File: config.mk
export PLATFORM = sky130hd
export DESIGN_NAME = fp_cop_sequencer
export DESIGN_NICKNAME = d
export VERILOG_FILES = /design/src/rtl/fp_cop_sequencer.sv
export SDC_FILE = /design/constraint.sdc
export NUM_CORES = 1
export LEC_CHECK = 0
export CORE_UTILIZATION = 36
export DETAILED_ROUTE_END_ITERATION = 12
export PLACE_DENSITY = 0.76
export SETUP_SLACK_MARGIN = 0.2
export SLEW_MARGIN = 15
export SYNTH_ARGS = -nofsm -noshare
export SYNTH_HDL_FRONTEND = slang
export SYNTH_SLANG_ARGS = --single-unit
File: constraint.sdc
create_clock -name clk -period 4.5 [get_ports clk]
set_input_delay 0.675 -clock clk [delete_from_list [all_inputs] [get_ports clk]]
set_output_delay 0.675 -clock clk [all_outputs]
set_load 0.01 [all_outputs]
File: src/rtl/fp_cop_sequencer.sv
// Single-issue FP coprocessor sequencer: accepts one FP instruction at a time, steps
// through register-file read, a fixed-latency external ALU, write-back or an MFC1 return.
module fp_cop_sequencer #(
    parameter int ALU_LAT = 2,
    parameter int N       = 32,
    parameter int ADDR_W  = 5
) (
    input  logic              clk,
    input  logic              reset,

    input  logic              req_valid,
    output logic              req_ready,
    input  logic [2:0]        req_op,
    input  logic [ADDR_W-1:0] req_fd,
    input  logic [ADDR_W-1:0] req_fs,
    input  logic [ADDR_W-1:0] req_ft,
    input  logic [N-1:0]      req_wdata,

    output logic [ADDR_W-1:0] rf_rs_addr,
    output logic [ADDR_W-1:0] rf_rt_addr,
    output logic [ADDR_W-1:0] rf_rd_addr,
    output logic              rf_write,
    output logic [N-1:0]      rf_write_data,
    input  logic [N-1:0]      rf_read_data_1,
    input  logic [N-1:0]      rf_read_data_2,

    output logic [N-1:0]      alu_operand_1,
    output logic [N-1:0]      alu_operand_2,
    output logic              alu_operation,
    input  logic [N-1:0]      alu_result,

    output logic              resp_valid,
    output logic [N-1:0]      resp_data,
    input  logic              resp_ready,

    output logic              busy,
    output logic              illegal_op,
    output logic [15:0]       done_count,
    output logic [2:0]        dbg_state
);

    // Handshakes: a request transfers on a rising edge where req_valid && req_ready;
    // an MFC1 result transfers on a rising edge where resp_valid && resp_ready, and
    // resp_valid/resp_data stay stable until that edge.

    typedef enum logic [2:0] {
        S_IDLE = 3'd0,
        S_READ = 3'd1,
        S_EXEC = 3'd2,
        S_WB   = 3'd3,
        S_RESP = 3'd4
    } state_t;

    localparam logic [2:0] OP_ADD  = 3'b000;
    localparam logic [2:0] OP_SUB  = 3'b001;
    localparam logic [2:0] OP_MOV  = 3'b010;
    localparam logic [2:0] OP_MTC1 = 3'b011;
    localparam logic [2:0] OP_MFC1 = 3'b100;

    localparam logic [3:0] LAT_M1 = 4'(ALU_LAT - 1);

    state_t            state_q, state_d;
    logic [2:0]        op_q;
    logic [ADDR_W-1:0] fd_q, fs_q, ft_q;
    logic [N-1:0]      op1_q, op2_q, result_q;
    logic [3:0]        cnt_q;
    logic [15:0]       done_q;
    logic              req_ready_q, busy_q, rf_write_q, resp_valid_q, illegal_q;

    logic accept;
    logic op_legal;

    assign accept   = req_valid & req_ready_q;
    assign op_legal = (req_op <= OP_MFC1);

    always_comb begin
        state_d = state_q;
        unique case (state_q)
            S_IDLE: begin
                if (accept && op_legal) begin
                    state_d = (req_op == OP_MTC1) ? S_WB : S_READ;
                end
            end
            S_READ: begin
                if (op_q == OP_ADD || op_q == OP_SUB) begin
                    state_d = S_EXEC;
                end else if (op_q == OP_MOV) begin
                    state_d = S_WB;
                end else begin
                    state_d = S_RESP;
                end
            end
            S_EXEC: begin
                if (cnt_q == 4'd0) begin
                    state_d = S_WB;
                end
            end
            S_WB:   state_d = S_IDLE;
            S_RESP: begin
                if (resp_ready) begin
                    state_d = S_IDLE;
                end
            end
            default: state_d = S_IDLE;
        endcase
    end

    // Status outputs are registered from the next state so they line up with state_q.
    always_ff @(posedge clk or posedge reset) begin
        if (reset) begin
            state_q      <= S_IDLE;
            op_q         <= '0;
            fd_q         <= '0;
            fs_q         <= '0;
            ft_q         <= '0;
            op1_q        <= '0;
            op2_q        <= '0;
            result_q     <= '0;
            cnt_q        <= '0;
            done_q       <= '0;
            req_ready_q  <= 1'b1;
            busy_q       <= 1'b0;
            rf_write_q   <= 1'b0;
            resp_valid_q <= 1'b0;
            illegal_q    <= 1'b0;
        end else begin
            state_q      <= state_d;
            req_ready_q  <= (state_d == S_IDLE);
            busy_q       <= (state_d != S_IDLE);
            rf_write_q   <= (state_d == S_WB);
            resp_valid_q <= (state_d == S_RESP);
            illegal_q    <= accept && !op_legal;

            unique case (state_q)
                S_IDLE: begin
                    if (accept) begin
                        op_q <= req_op;
                        fd_q <= req_fd;
                        fs_q <= req_fs;
                        ft_q <= req_ft;
                        if (req_op == OP_MTC1) begin
                            result_q <= req_wdata;
                        end
                    end
                end
                S_READ: begin
                    op1_q <= rf_read_data_1;
                    op2_q <= rf_read_data_2;
                    cnt_q <= LAT_M1;
                    if (op_q == OP_MOV) begin
                        result_q <= rf_read_data_1;
                    end
                end
                S_EXEC: begin
                    if (cnt_q == 4'd0) begin
                        result_q <= alu_result;
                    end else begin
                        cnt_q <= cnt_q - 4'd1;
                    end
                end
                S_WB: done_q <= done_q + 16'd1;
                S_RESP: begin
                    if (resp_ready) begin
                        done_q <= done_q + 16'd1;
                    end
                end
                default: ;
            endcase
        end
    end

    assign req_ready     = req_ready_q;
    assign busy          = busy_q;
    assign illegal_op    = illegal_q;
    assign done_count    = done_q;
    assign dbg_state     = state_q;

    assign rf_rs_addr    = fs_q;
    assign rf_rt_addr    = ft_q;
    assign rf_rd_addr    = fd_q;
    assign rf_write      = rf_write_q;
    assign rf_write_data = result_q;

    assign alu_operand_1 = op1_q;
    assign alu_operand_2 = op2_q;
    assign alu_operation = op_q[0];

    assign resp_valid    = resp_valid_q;
    assign resp_data     = op1_q;

endmodule

======== Word-level counts from Yosys, hierarchy flattened ========
Index checks and enable logic that the tools add are counted.
word-level totals
  output and inout port bits .............. 168
  word-level logic and storage cells ...... 66
  bits in registers ....................... 142
  input port bits ......................... 150
operators by class
  muxes and demuxes ....................... 16
  bitwise gates (word level) .............. 1
  add/sub/neg operators ................... 2
  reductions and logical operators ........ 16
  magnitude comparators ................... 1
  equal/unequal tests ..................... 15
operators with widths
  operator                                                count
  two-way mux 32 bit                                      4
  one-hot mux 32 bit (3 select lines)                     1
  one-hot mux 16 bit (2 select lines)                     1
  adder 16 x 1 -> 16 bit (second input constant)          1
  two-way mux 16 bit                                      1
  equality test 3 x 2 -> 1 bit (second input constant)    5
  two-way mux 3 bit                                       5
  != test 2 bit (second input constant)                   6
  one-hot mux 3 bit (4 select lines)                      1
  zero test 3 bit                                         3
  one-hot mux 4 bit (2 select lines)                      1
  equality test 3 x 1 -> 1 bit (second input constant)    2
  equality test 3 bit (second input constant)             2
  AND reduction 2 bit                                     3
  nonzero test 3 bit                                      2
  AND reduction 5 bit                                     1
  zero test 4 bit                                         1
  two-way mux 4 bit                                       1
  nonzero test 2 bit                                      2
  subtractor 4 x 1 -> 4 bit (second input constant)       1
  less-or-equal comparator 3 bit (second input constant)  1
  logical AND 1 bit                                       2
  two-way mux 2 bit                                       1
  bitwise AND 1 bit                                       1
  2 further kinds                                         2

======== Logic depth before layout (Yosys ltp) ========
  depth in word-level cells ............... 5
  gate-level depth with buffers ........... 7
  gate-level depth less buffers ........... 6

======== Worst setup path after synthesis ========
No wires, ideal clock.
  path type ............................... input to register
  start ................................... input port req_op[2]
  end ..................................... register result_q[11], in the netlist rf_write_data[11]
  required time ........................... 4375 ps
  arrival time ............................ 2123 ps
  path slack .............................. 2252 ps
  path buffers ............................ 1
  library setup time ...................... 125 ps
  stages .................................. 5
  cell sequence ........................... nand4bb_1 or4_4 a211oi_4 buf_6 mux2_2
between the ends
  cells in the longest elaborated chain, start to end .. 3
ends and longest elaborated chain
  item                           line  text
  start: declaration             13    input logic [2:0] req_op,
  equality test 3 x 2 -> 1 bit   141   if (req_op == OP_MTC1) begin
  != test 2 bit (no line)        -
  AND reduction 5 bit (no line)  -
  end signal: assignment         142   result_q <= req_wdata;
  end signal: assignment         151   result_q <= rf_read_data_1;
  end signal: assignment         156   result_q <= alu_result;
  end: declaration               65    logic [N-1:0] op1_q, op2_q, result_q;
Every way passes these cells.
A chain may end at the register's enable or synchronous reset.

======== Worst setup path after layout ========
  start ................................... register state_q[2], in the netlist dbg_state[2]
  end ..................................... register result_q[31], in the netlist rf_write_data[31]
between the ends
  cells in the longest elaborated chain, start to end .. 3
  elaborated cells on any way between the ends .. 10
  those cells by class .................... 6 x eq/ne; 1 x mux; 3 x reduce/logical
ends and longest elaborated chain
  item                                                                  line  text
  start: declaration                                                    62    state_t state_q, state_d;
  start signal: assignment                                              127   state_q <= state_d;
  equality test 3 x 2 -> 1 bit, or another cell as far along            134   unique case (state_q)
  != test 2 bit (no line) / nonzero test 3 bit (equally long branches)  -
  AND reduction 5 bit (no line)                                         -
Several ways; a longest one is shown, not always the timed one.

==> metrics.md <==
| Metric | Value |
|---|---|
| Die X | `134 microns` |
| Syn avg cell area | `11.2 sq um` |
| Port bufs | `317` |
| Synth top cells by count | `dfrtp_1 (141), nand2_1 (136), mux2_2 (40)` |
| Cell taking the most area after synthesis | `dfrtp_1` |
| RSZ-0062 raised after global routing | `no` |
| Hold Crit Class | `reg2reg` |
| Top post-synthesis cells by area | `dfrtp_1 (56%), nand2_1 (8.1%), mux2_2 (7.2%)` |
| Final setup violation count | `0` |
| Simple-Gate Fraction of Synth Area | `0.151` |
| Period utilization | `0.604` |
| Vias in the first global route | `5,158` |
| Largest net degree at the start of global routing | `99` |
| Initial Util | `0.373` |
| First-pass GRT wire length | `27.8 mm` |
| Buf/Inv on CP | `2` |
| Synth Warn # | `0` |
| Met3 Track Usage GR | `0.0597` |
| Post-Syn Area | `0.00627 sq mm` |
| Antenna violations before repair | `0` |
| Core Area | `0.0168 sq mm` |
| Root buf cell | `clkbuf_16` |
| Clock transition at path regs | `0.06 ns` |
| Critical path's slowest cell | `dfrtp_1` |
| Hold buffer count at CTS | `0` |
| CP cell instances | `or3b_2 -> buf_4 -> nor2_1 -> a211oi_4 -> buf_4 -> mux2_2` |
| Worst-path fanout max | `66` |
| Setup crit end kind | `flop` |
| Largest family of logic cells by synthesized area | `simple AND/OR/NAND/NOR gates` |
| Logic pwr share | `0.510` |
| Hold Vio Cnt, Final | `0` |
| Rows | `47` |
| Sequential share of the synthesized area | `0.567` |
| Post-synth EDFFs | `0` |
| DRC Markers | `0` |
| DRT iter0 DRCs | `210` |
| Routability-driven placement congestion ratio | `0.797` |
| Critical path class | `reg2reg` |
| Top-count cell post-synth | `dfrtp_1` |
| Top delay family on crit path | `buffers and inverters` |
| Asr flop ratio synth | `1.00` |
| Post-synth cell types | `43` |
| GR Layer Usage met2 | `0.351` |
| Status | `complete, no violations` |
| Cts repair resizes | `0` |
| Max-cap violations | `0` |
| Fill cell count | `1,440` |
| Post-synthesis mux area share | `0.0880` |
| Final worst setup slack | `1.78 ns` |
| Total negative slack | `0 ns` |
| Share of layout cells above drive strength 1 | `0.106` |
| # H-tree levels | `4` |
| WL/cell | `16.8 microns` |
| WP data required | `4.80 ns` |
| All-Layer GR Usage | `0.203` |
| Synth Register Bits | `142` |
| DR vias | `5,178` |
| CTS tree | `yes` |
| XOR/XNOR Fraction of Synth Area | `0.0238` |
| Post-synth top flop | `dfrtp_1` |
| Slew HR | `0.335` |
| Synth Area in Compound Gates | `0.0964` |
| Post-synthesis cell count | `562` |
| Skew final | `0.0128 ns` |
| Achievable Freq | `368 MHz` |
| Vert. Die Dim | `134 microns` |
| Gr busiest metal | `met2` |
| Top Ports | `318` |
| Antenna Cells | `0` |
| Synth top area share | `0.563` |
| Flop pwr share | `0.309` |
| Bufs on Longest Clock Path | `2` |
| Net Sw Frac | `0.363` |
| Die ar. | `0.0179 sq mm` |
| CP Launch Type | `flop` |
| Post CTS Setup Buffer Count | `0` |
| LEAKAGE | `4.44 nW` |
| VDD IR-drop max | `0.490 mV` |
| Detailed-placement wirelength estimate | `12.9 mm` |
| Clk_lat worst skew | `0.42 ns` |
| Synth-to-layout area growth | `59.6%` |
| Vias per Instance | `4.80` |
| Post-place setup slack | `1.58 ns` |
| Slowest stage delay, CP | `0.65 ns` |
| Clock power frac | `0.181` |
| TritonCTS Sinks | `142` |
| Power density cells | `742 mW/mm^2` |
| Switching power | `0.00270 W` |
| Grt met1 use | `0.239` |
| First-pass detailed-route iteration total | `6` |
| Net count, final | `998` |
| Cell internal pwr | `0.00473 W` |
| Adder-cell share of the synthesized area | `0.00599` |
| Syn Nets | `715` |
| Inserted Clock Buffers | `17` |
| Total global routing overflow | `0` |
| Antenna viol nets, final | `0` |
| Worst EP arrival | `3.02 ns` |
| Post-route minimum period | `2.72 ns` |
| Actual slew at the worst max-slew pin | `0.995 ns` |
| Post-Route WL | `18.1 mm` |
| Most common cell on crit path | `buf_4` |
| Slew Limit Fails | `0` |
cells by family after synthesis:
| family | count (synthesis) |
|---|---|
| flops | 142 |
| buf+inv | 73 |
| xor+xnor | 17 |
| fa+ha+maj | 3 |
| compound gates | 73 |
| mux | 50 |
| simple gates | 204 |
layer usage:
metal,wire length [microns],part of all wire,vias up
li1,-,-,2453
met5,0,0,-
met3,1370,0.076,21
met1,7280,0.40,2490
met4,316,0.017,0
met2,9120,0.50,214
layout make-up:
class,count,area (sq um),area share
flip-flops and latches,142,3550,0.355
repair buffers,325,3250,0.324
multi-input cells,347,2310,0.231
clock buffers,18,439,0.0439
well taps,220,275,0.0275
clock inverters,14,125,0.0125
inverters,12,48.8,0.00488
power by group through the flow:
stage | Clock [W] | Combinational, W | Sequential (W)
finish | 0.00134 | 0.00379 | 0.00230
global route | 0.00143 | 0.00408 | 0.00238
CTS | 0.00137 | 0.00384 | 0.00231
detailed placement | 0 | 0.00382 | 0.00232
global placement | 0 | 0.00377 | 0.00230
floorplan | 0 | 0.00186 | 0.00248
registers in the layout (all words and copies together), names as in the netlist:
signal and count:
done_count 16, rf_rt_addr 5, req_ready 1, alu_operand_1 32, busy 1, op_q 3, cnt_q 4, dbg_state 3
rf_write 1, rf_write_data 32, resp_valid 1, illegal_op 1, rf_rs_addr 5, rf_rd_addr 5, alu_operand_2 32
path summary, 6_finish.rpt:
path	startpoint	end	slack, ns	cells after the start
worst max-delay path	dbg_state[2]	rf_write_data[31]	1.78	6
worst min-delay path	alu_operand_2[15]	alu_operand_2[15]	0.47	2
worst max register to register	dbg_state[2]	rf_write_data[31]	1.78	6
worst min register to register	alu_operand_2[15]	alu_operand_2[15]	0.47	2
max in group asynchronous	reset	alu_operand_1[5]	3.28	3
min in group asynchronous	reset	rf_write_data[30]	0.74	3
cells in the final DEF (no fill, tap or decap), types with 2 or more instances in the layout:
cell type        Yosys  routed
a21oi_1             11      11
a211oi_1             2       2
inv_8                0       5
nand2_1            136     136
or3b_2               3       3
dfrtp_1            141     141
and2_1              25      25
a221o_1             24      24
xnor2_1              9       9
and3_1               2       2
xor2_1               8       8
nor3b_4              1       2
a21o_1              23      23
inv_6                0       2
nor3_1               4       4
clkbuf_16            0      17
nor2_1              11      10
clkdlybuf4s50_1      0     317
buf_4               33       7
ha_1                 3       3
a22o_1               9       9
nand4_1              3       3
mux2_2              40      40
inv_1               12      11
nand4bb_1            2       2
nand3_1              7       7
mux2i_1              9       9
clkinvlp_4           0       6
worst register-to-register path, stage by stage (launching register included):
cell and delay (ns):
dfrtp_1 0.65, or3b_2 0.21, buf_4 0.56, nor2_1 0.19, a211oi_4 0.26, buf_4 0.35, mux2_2 0.39
metrics by stage:
stage,hold slack (ns),cells,utilization,total power (W),area [sq um]
CTS,0.477,1078,0.595,0.00752,10000
global placement,0.459,1046,0.561,0.00607,9440
global route,0.496,1078,0.595,0.00789,10000
detailed placement,0.461,1046,0.561,0.00615,9440
finish,0.473,1078,0.595,0.00743,10000
floorplan,0.469,562,-,0.00434,6270
Note: power is estimated with default switching activity, not from simulation.
==> patch 1 (same flow settings) <==
Change the parameter `ADDR_W` from 5 to 4.
--- a/src/rtl/fp_cop_sequencer.sv
+++ b/src/rtl/fp_cop_sequencer.sv
@@ -3,7 +3,7 @@
 module fp_cop_sequencer #(
     parameter int ALU_LAT = 2,
     parameter int N       = 32,
-    parameter int ADDR_W  = 5
+    parameter int ADDR_W  = 4
 ) (
     input  logic              clk,
     input  logic              reset,
Ports: changed (6 resized); port bits go from 318 to 312. No check against the original RTL was run, so the function may have changed too.
==> patch 1 against the original RTL <==
- first-iteration DRC count shrank 37%
- setup slack gained 0.23 ns
- count of clock-buffer cells in the layout grew 6
- sequential cell count shrank 3
- sequential share of layout area shrank 0.30 points
- power shrank 2.5%
- cell area shrank 1.3%
- wire length shrank 0.15%
- cell count shrank 0.37%
- clock skew shrank 0.0060 ns
- fmax grew 9.3%
- area after synthesis shrank 1.3%
- synthesized cell count grew 0.89%
- critical endpoint is now rf_write_data[6]
- largest cell class unchanged
- largest power group unchanged
==> patch 1: results (changes against the original RTL) <==
status finished clean; first-pass GRT wire length 28.5 mm (+2.5%); Placed Instances 1,043 (-0.29%); combinational power 3.59 mW (-5.3%); IO Port Bufs 311 (-1.9%); Netlist cell types 40 (-7.0%); multi-input gate count 350 (+0.86%); Synth-to-Final Area Change 59.6% (about the same); non-filler instance count after layout 1,074 (-0.37%); pwr/cell area 733 mW/mm^2 (-1.3%); CP Max Fanout 82 (+24%); Clock net power 1.40 mW (+4%); gpl congestion 0.787 (-1.2%); Peak VDD IR 0.000389 V (-21%); Syn Area/Cell 10.9 sq um (-2.1%); fillers 1,393 (-3.3%); Synth Area in Compound Gates 9.54% (-0.10 points); worst slew pin tran 1.08 ns (+0.0892 ns); slowest CP cell buf_4; Via Count 5,218 (+0.77%); Post-DP HPWL 12.7 mm (-1.5%); grt met3 use 6.09% (+0.12 points); top cells by area in the synthesized netlist dfrtp_1, nand2_1, mux2_2; DP Worst Slack 1.58 ns (-0.00271 ns); # clk buffers 24 (+6); share of post-route cells with drive strength above 1 9.13% (-1.5 points); nets@finish 992 (-0.60%); register area share after synthesis 56.2% (-0.49 points); clock skew 0.00688 ns (-0.00596 ns); met2 Usage GRT 36.0% (+0.83 points); placed cell area 0.00929 sq mm (-1.6%); Post-Route WL 18.1 mm (-0.15%); inverter count 16 (+4); mux cell area share after synthesis 8.63% (-0.17 points); gr usage total 20.9% (+0.54 points); Reg area 0.00348 sq mm (-2.1%)
## patch 1: cell count changes after synthesis, sizes merged, moves of 4 or more
cell,delta
a221o,-4
mux2i,+5
a21o,-4
mux2,-6
nand2,+7
xnor2,-4
inv,+4
and2,-5
a21oi,+5
a22o,+4
## patch 1: final timing paths
| kind | from | endpoint | slack [ns] | cells past startpoint |
|---|---|---|---|---|
| max reg2reg | dbg_state[0] | rf_write_data[6] | 2.01 | 5 |
| max in group asynchronous | reset | alu_operand_1[6] | 2.69 | 3 |
| min in group asynchronous | reset | rf_rt_addr[2] | 0.80 | 2 |
| max | dbg_state[0] | rf_write_data[6] | 2.01 | 5 |
| min | alu_operand_2[21] | alu_operand_2[21] | 0.47 | 2 |
| min reg2reg | alu_operand_2[21] | alu_operand_2[21] | 0.47 | 2 |
## patch 1: layer usage
layer  vias up  wire [microns]
met5         -               0
met4         0             308
met3        22            1370
met2       219            8980
met1      2538            7390
li1       2439               -
==> patch 2 (same flow settings) <==
Made on the original files. Make the reset (`reset`) synchronous in one clocked block.
--- a/src/rtl/fp_cop_sequencer.sv
+++ b/src/rtl/fp_cop_sequencer.sv
@@ -106,7 +106,7 @@
     end
 
     // Status outputs are registered from the next state so they line up with state_q.
-    always_ff @(posedge clk or posedge reset) begin
+    always_ff @(posedge clk) begin
         if (reset) begin
             state_q      <= S_IDLE;
             op_q         <= '0;
Behaviour: differs if reset is asserted again (counterexample within 4 cycles, from zero or initial values and one cycle with reset high); with reset held inactive, the same outputs for 4 cycles.
==> patch 2 against the original RTL <==
- fmax shrank 12%
- hold slack lost 0.023 ns
- sequential cell count is the same
- cell area shrank 3.8%
- wire length grew 13%
- cell count grew 13%
- area after synthesis shrank 2.7%
- critical path depth shrank 1
- setup slack lost 0.35 ns
- core utilization shrank 1.4 points
Power is not compared: it rests on default switching activity, and its combinational part moved more than twofold at a synthesized area within 25%.
==> patch 2: results (changes against the original RTL) <==
vias in the first global route 5,926 (+15%); Ys Warns 0 (unchanged); Syn Nets 885 (+24%); Slew Viols, Final 0 (unchanged); first-pass GRT wire length 32.2 mm (+16%); Via Count 6,225 (+20%); drt first pass iters 4 (-2); non-filler instance count after layout 1,215 (+13%); cells on worst reg2reg path 5 (-1); worst slew pin tran 1.11 ns (+0.115 ns); met2 Usage GRT 40.2% (+5.1 points); share of post-route cells with drive strength above 1 5.03% (-5.6 points); status finished clean; IO Port Bufs 317 (unchanged); grt met3 use 6.34% (+0.37 points); WHS Endpoint alu_operand_2[7]; hold path cells 2 (unchanged); Post-DP HPWL 14.5 mm (+12%); placed cell area 0.00909 sq mm (-3.6%); Critical Path AT 3.37 ns (+0.35 ns); met1 global-route usage 28.1% (+4.2 points); top cells by area in the synthesized netlist dfxtp_1, nand2_1, a21oi_1; WL met1 8.38 mm (+15%); largest net degree at the start of global routing 84 (-15%); reg2reg setup slack 1.43 ns (-0.35 ns); met3 wire len 1.52 mm (+11%); FF-to-FF Start dbg_state[2]; Routed met2 length 10.1 mm (+10%); CP Max Fanout 46 (-30%); post-CTS sizing 0 (unchanged); family with the most delay on the worst path flip-flops; initial detailed-routing violation count 395 (+88%); slowest CP cell dfxtp_2; reg2reg end rf_write_data[0]; Post-synth ARST share 0% (-100 points); nets@finish 1,137 (+14%); hold path startpoint alu_operand_2[7]; register area share after synthesis 46.6% (-10 points); fillers 1,555 (+8.0%); gpl congestion 0.830 (+4.2%); CP max stage delay 0.94 ns (+0.29 ns); Netlist cell types 45 (+4.7%); Mapped Cells 732 (+30%); gr usage total 23.5% (+3.1 points); clock skew 0.00812 ns (-0.00472 ns); ranking of synthesized cells by instance count nand2_1, dfxtp_1, a21oi_1; Post-Route WL 20.4 mm (+13%)
-- patch 2: cell families after synthesis --
kind of cell             count (synthesis)  share of synthesized area (%)
AND/OR/NAND/NOR                        267                           19.1
AO/OA/AOI/OAI                          209                           22.8
flip-flops                             142                           46.6
buffers and inverters                   99                           9.09
XOR/XNOR                                11                           1.58
adder cells (fa/ha/maj)                  3                          0.616
multiplexers                             1                          0.185
-- patch 2: area by class of cell --
cell class | count | area (sq um) | share of cell area [%]
timing repair buffer | 327 | 3250 | 33.7
sequential | 142 | 2840 | 29.5
multi-input combinational | 491 | 2710 | 28.2
clock buffer | 23 | 468 | 4.86
tap | 220 | 275 | 2.86
clock inverter | 7 | 65.1 | 0.676
inverter | 5 | 18.8 | 0.195
-- patch 2: power groups by stage --
| stage | combinational [mW] | clock (mW) | sequential [mW] |
|---|---|---|---|
| 6_report | 1.58 | 1.28 | 1.61 |
| 2_1_floorplan | 0.774 | 0 | 1.69 |
| 4_1_cts | 1.60 | 1.32 | 1.61 |
| 5_1_grt | 1.71 | 1.38 | 1.63 |
| 3_3_place_gp | 1.57 | 0 | 1.63 |
| 3_5_place_dp | 1.59 | 0 | 1.63 |
-- patch 2: worst max path at each step --
stage / start / endpoint / depth (start not counted)
after floorplan: resp_ready / done_count[15] / 5
after global placement: dbg_state[2] / rf_write_data[11] / 5
after detailed placement: dbg_state[2] / rf_write_data[0] / 5
after CTS: dbg_state[2] / rf_write_data[0] / 5
after global routing: dbg_state[2] / rf_write_data[30] / 5
final: dbg_state[2] / rf_write_data[0] / 5
-- patch 2: per-stage QoR --
stage	hold slack, ns	setup WS, ns
2_1_floorplan	0.444	2.63
3_3_place_gp	0.440	1.51
5_1_grt	0.467	1.13
4_1_cts	0.454	1.34
6_report	0.450	1.43
3_5_place_dp	0.446	1.38
